$ cat src/rtl/muldiv_ctrl.sv
// Iterative multiply/divide unit with architectural HI/LO registers.
// MULT/MULTU use 32 shift-add steps; DIV/DIVU use 32 restoring steps.
// Signed operations run on magnitudes, and the signs are fixed up in FIX.
// A result lands in HI/LO 33 edges after the start is accepted.
module muldiv_ctrl (
    input  logic        clk,
    input  logic        rst_n,
    input  logic        start,
    input  logic [1:0]  op,
    input  logic [31:0] op_a,
    input  logic [31:0] op_b,
    input  logic        flush,
    input  logic        rd_req,
    input  logic        wr_hi,
    input  logic        wr_lo,
    input  logic [31:0] wr_data,
    output logic [31:0] hi,
    output logic [31:0] lo,
    output logic        busy,
    output logic        stall,
    output logic        done,
    output logic        div0
);

    localparam logic [1:0] ST_IDLE = 2'd0;
    localparam logic [1:0] ST_CALC = 2'd1;
    localparam logic [1:0] ST_FIX  = 2'd2;

    logic [1:0]  r_state;
    logic [5:0]  r_cnt;
    logic [1:0]  r_op;
    logic [31:0] r_op_a;      // raw dividend, returned in HI on divide by zero
    logic [31:0] r_b_mag;     // multiplier / divisor magnitude
    logic [63:0] r_acc;       // product accumulator, or {remainder, quotient}
    logic [63:0] r_mcand;     // multiplicand, shifted left once per step
    logic        r_neg_q;     // negate the product or quotient
    logic        r_neg_r;     // negate the remainder
    logic        r_b_zero;
    logic [31:0] r_hi;
    logic [31:0] r_lo;
    logic        r_done;
    logic        r_div0;

    logic        w_accept;
    logic        w_signed_in;
    logic [31:0] w_mag_a;
    logic [31:0] w_mag_b;
    logic        w_is_div;
    logic [63:0] w_mul_acc;
    logic        w_div_ge;
    logic [31:0] w_div_trial;
    logic [63:0] w_div_acc;
    logic [63:0] w_prod_fix;
    logic [31:0] w_quo_fix;
    logic [31:0] w_rem_fix;

    assign busy  = (r_state != ST_IDLE);
    assign stall = busy & (start | rd_req | wr_hi | wr_lo);
    assign hi    = r_hi;
    assign lo    = r_lo;
    assign done  = r_done;
    assign div0  = r_div0;

    assign w_accept    = (r_state == ST_IDLE) && start && !flush;
    assign w_signed_in = ~op[0];
    assign w_mag_a     = (w_signed_in && op_a[31]) ? (32'd0 - op_a) : op_a;
    assign w_mag_b     = (w_signed_in && op_b[31]) ? (32'd0 - op_b) : op_b;
    assign w_is_div    = r_op[1];

    // One shift-add step: add the shifted multiplicand when this multiplier bit is set.
    assign w_mul_acc = r_b_mag[r_cnt[4:0]] ? (r_acc + r_mcand) : r_acc;

    // One restoring step: the partial remainder after the left shift is 33 bits wide
    // (r_acc[63:31]). If the subtraction succeeds, the difference is below the divisor,
    // so its low 32 bits are exact.
    assign w_div_ge    = ({r_acc[63:31]} >= {1'b0, r_b_mag});
    assign w_div_trial = r_acc[62:31] - r_b_mag;
    assign w_div_acc   = w_div_ge ? {w_div_trial, r_acc[30:0], 1'b1}
                                  : {r_acc[62:0], 1'b0};

    // Sign correction applied when the result is committed.
    assign w_prod_fix = r_neg_q ? (64'd0 - r_acc) : r_acc;
    assign w_quo_fix  = r_neg_q ? (32'd0 - r_acc[31:0]) : r_acc[31:0];
    assign w_rem_fix  = r_neg_r ? (32'd0 - r_acc[63:32]) : r_acc[63:32];

    // Control FSM and iteration counter.
    always_ff @(posedge clk or negedge rst_n) begin
        if (!rst_n) begin
            r_state <= ST_IDLE;
            r_cnt   <= 6'd0;
        end else begin
            case (r_state)
                ST_IDLE: begin
                    if (w_accept) begin
                        r_state <= ST_CALC;
                        r_cnt   <= 6'd0;
                    end
                end
                ST_CALC: begin
                    if (flush) begin
                        r_state <= ST_IDLE;
                    end else begin
                        r_cnt <= r_cnt + 6'd1;
                        if (r_cnt == 6'd31) begin
                            r_state <= ST_FIX;
                        end
                    end
                end
                ST_FIX:  r_state <= ST_IDLE;
                default: r_state <= ST_IDLE;
            endcase
        end
    end

    // Operand latch on acceptance, then one arithmetic step per CALC cycle.
    always_ff @(posedge clk or negedge rst_n) begin
        if (!rst_n) begin
            r_op     <= 2'd0;
            r_op_a   <= 32'd0;
            r_b_mag  <= 32'd0;
            r_acc    <= 64'd0;
            r_mcand  <= 64'd0;
            r_neg_q  <= 1'b0;
            r_neg_r  <= 1'b0;
            r_b_zero <= 1'b0;
        end else if (w_accept) begin
            r_op     <= op;
            r_op_a   <= op_a;
            r_b_mag  <= w_mag_b;
            r_acc    <= op[1] ? {32'd0, w_mag_a} : 64'd0;
            r_mcand  <= {32'd0, w_mag_a};
            r_neg_q  <= w_signed_in & (op_a[31] ^ op_b[31]);
            r_neg_r  <= w_signed_in & op_a[31];
            r_b_zero <= (op_b == 32'd0);
        end else if (r_state == ST_CALC && !flush) begin
            if (w_is_div) begin
                r_acc <= w_div_acc;
            end else begin
                r_acc   <= w_mul_acc;
                r_mcand <= {r_mcand[62:0], 1'b0};
            end
        end
    end

    // Architectural HI/LO: results commit from FIX, MTHI/MTLO only when idle with no start.
    always_ff @(posedge clk or negedge rst_n) begin
        if (!rst_n) begin
            r_hi   <= 32'd0;
            r_lo   <= 32'd0;
            r_done <= 1'b0;
            r_div0 <= 1'b0;
        end else begin
            r_done <= 1'b0;
            r_div0 <= 1'b0;
            if (r_state == ST_FIX && !flush) begin
                r_done <= 1'b1;
                if (!w_is_div) begin
                    r_hi <= w_prod_fix[63:32];
                    r_lo <= w_prod_fix[31:0];
                end else if (r_b_zero) begin
                    r_hi   <= r_op_a;
                    r_lo   <= 32'hFFFF_FFFF;
                    r_div0 <= 1'b1;
                end else begin
                    r_hi <= w_rem_fix;
                    r_lo <= w_quo_fix;
                end
            end else if (r_state == ST_IDLE && !start) begin
                if (wr_hi) r_hi <= wr_data;
                if (wr_lo) r_lo <= wr_data;
            end
        end
    end

endmodule

$ cat config.mk
export PLATFORM = sky130hd
export DESIGN_NAME = muldiv_ctrl
export DESIGN_NICKNAME = d
export VERILOG_FILES = /design/src/rtl/muldiv_ctrl.sv
export SDC_FILE = /design/constraint.sdc
export NUM_CORES = 1
export LEC_CHECK = 0
export BUFFER_PORTS_ARGS = -buffer_cell sky130_fd_sc_hd__buf_2
export CAP_MARGIN = 25
export CORE_MARGIN = 2
export CORE_UTILIZATION = 25
export DETAILED_ROUTE_END_ITERATION = 16
export SETUP_SLACK_MARGIN = 0.1
export SLEW_MARGIN = 20
export SYNTH_ARGS = -nofsm -noshare
export SYNTH_HDL_FRONTEND = slang
export SYNTH_SLANG_ARGS = --single-unit
export TNS_END_PERCENT = 50
$ cat constraint.sdc
create_clock -name clk -period 9.4 [get_ports clk]
set_clock_uncertainty 0.15 [all_clocks]
set_input_delay 2.35 -clock clk [delete_from_list [all_inputs] [get_ports clk]]
set_output_delay 2.35 -clock clk [all_outputs]
set_load 0.005 [all_outputs]
==> results.cfg <==
[place]
io_buffers = 172
placed_cells = 3851
globalplace.congestion = 0.921
dp_hpwl_um = 60700

[worst_setup_path]
crit_chain = buf_2 -> nor4_1 -> nor2_1 -> buf_2
cp_common_cell = buf_2
critPathLaunchType = input port
arrival_ps = 2960
rrSetupSlack_ps = 4770
critPathMaxFanout = 3
cpPeakStageDelay_ps = 280
path_buf_inv = 2
critPathRequiredTime_ps = 6900
worstSetupPathType = in2out
r2r_cells = 11
crit_path_end_kind = primary output
crit_slowest_cell = nor4_1
cp_num_cells = 4
critical_path.top_delay_family = simple AND/OR/NAND/NOR gates

[clocking]
clock_path_buffers = 3
clock-sinks = 270
cts.repair.resized = 0
cts_tree = built
numCtsBuffers = 34
cts_root_buf = clkbuf_16
cts_setup_buffers = 0
clk_pin_slew_ps = 60
cts_hold_buf = 0
cts_max_level = 2
clock_latency_ps = 560

[cells_and_area]
area_growth_pct = 14.4
instances_no_fill = 3919
nets = 2953
drive_gt1_frac = 0.114

[sta]
period_share = 0.581
finalSetupTns_ps = 0
slew_viol_final = 0
relSlewSlack = 0.354
finalHoldViolations = 0
max_freq_ghz = 0.183
worstMarginPinSlew_ps = 968
grt_setup_unrepaired = no
fin_crit_ps = 5460
setup_violations = 0

[global_route]
grt_pass1_wl_um = 120000
antenna_found_initial = 15
grt_max_degree = 82
overflow = 0
met1_usage = 0.234
grt_util_met3 = 0.0359
use_met2 = 0.267
grt_pass1_vias = 19376
grtUsageTotal = 0.174
grt-busiest-layer = met2

[worst_hold_path]
hp-class = reg2reg
hold_path_depth = 2

[synthesis]
synthTopCellsByArea = dfrtp_1 (31%), nand2_1 (8.3%), xnor2_1 (5.8%)
yosysSeqAreaShare = 0.313
synthTopCellsByCount = nand2_1 (478), dfrtp_1 (270), o21ai_0 (247)
yosys.cell_count.top_type = nand2_1
synth_area_um2 = 21600
synth_seq_cells = 270
synth_top_area_frac = 0.313
avgSynthCellArea_um2 = 8.04
synth_fp_nets = 2894
synth_edf_count = 0
yosysUniqueCellTypes = 84
ys_warn_count = 0
ys_async_sr_fraction = 1.00
ys.flop_type = dfrtp_1
synth_top_cell_by_area = dfrtp_1
synthCells = 2687

[detailed_routing]
num_vias = 20568
firstDrtPassIters = 9
drc = 0
wl_um = 79700
drt-initial-drc-count = 1927
viasPerCell = 5.25
ant_nets = 0
wl_per_cell_um = 20.3

[pwr]
p_per_area_nw_per_um2 = 262
ir_worst_vdd_uv = 125
p_leak_uw = 0.0103

[run_status]
status = completed

[die]
dieHeight_um = 298
core-area_um2 = 85400
die_x_um = 298
start_util = 0.253
io_pins = 173
dieArea_um2 = 88800
row_count = 107

[job]
drv_cap = 0
[cells by family (layout without fill, tap and decap cells)]
family,count (synthesis),after routing,share of synthesized area
flops,270,270,0.313
compound gates,788,788,0.230
fa+ha+maj,102,102,0.0598
simple gates,903,903,0.190
other cells,0,4,0
mux,127,127,0.0649
xor+xnor,237,237,0.0961
buf+inv,260,344,0.0465
[per-layer routing]
metal / vias to the layer above / part of all wire / wire [um]
met5: - / 0.00078 / 62
met2: 790 / 0.43 / 34600
met1: 9862 / 0.44 / 34700
li1: 9730 / - / -
met4: 12 / 0.048 / 3860
met3: 174 / 0.081 / 6450
[through the flow]
step	area, um^2	util	hold WS [ps]	setup slack [ps]	total power (uW)
after floorplan	21600	-	295	4230	4010
after global placement	23500	0.275	308	3810	4990
after detailed placement	23500	0.275	313	3790	5000
after CTS	24700	0.289	328	3920	6430
after global routing	24700	0.289	353	3820	6880
final	24700	0.289	322	3940	6480
[placed cells by master, fill, tap and decap left out, drive strengths merged, types with 30 or more instances in the layout]
cell	netlist	routed
a21o	45	45
inv	76	76
ha	100	100
xor2	94	94
xnor2	143	143
nor3	30	30
buf	40	207
dfrtp	270	270
nand2	478	478
clkbuf	144	44
nor2	162	162
a21oi	185	185
o211ai	55	55
mux2i	113	113
o21ai	269	269
[report_power, final]
part	internal (uW)	total, uW	switching, uW
logic	1260	3150	1880
registers	1420	1920	499
clock network	850	1420	569
total	3540	6480	2950
[flip-flops by register name (all words and copies together) (netlist names)]
| signal | flops |
|---|---|
| r_neg_r | 1 |
| div0 | 1 |
| lo | 32 |
| r_acc | 64 |
| r_state | 2 |
| hi | 32 |
| r_b_mag | 32 |
| r_mcand | 64 |
| r_b_zero | 1 |
| r_neg_q | 1 |
| r_cnt | 6 |
| done | 1 |
| r_op | 1 |
| r_op_a | 32 |
[worst min-delay path, delay by kind of cell (launching register included)]
kind             cells  cell delay, ps
AND/OR/NAND/NOR      2             100
flip-flops           1             340
[final cells by class]
class	count	area (um^2)
fillers	9296	60700
multi-input cells	2157	13900
flip-flops and latches	270	6760
well taps	1144	1430
repair buffers	207	1160
clock buffers	44	980
inverters	76	285
clock inverters	17	215
diodes	4	10.0
[worst paths after layout]
| check | start | end |
|---|---|---|
| setup / recovery | wr_lo | stall |
| hold / removal | r_op_a[22] | r_op_a[22] |
| setup reg to reg | r_acc[6] | r_acc[63] |
| hold reg to reg | r_op_a[22] | r_op_a[22] |
| max in group asynchronous | rst_n | r_acc[1] |
| min in group asynchronous | rst_n | hi[12] |
(Power assumes the default switching activity.)
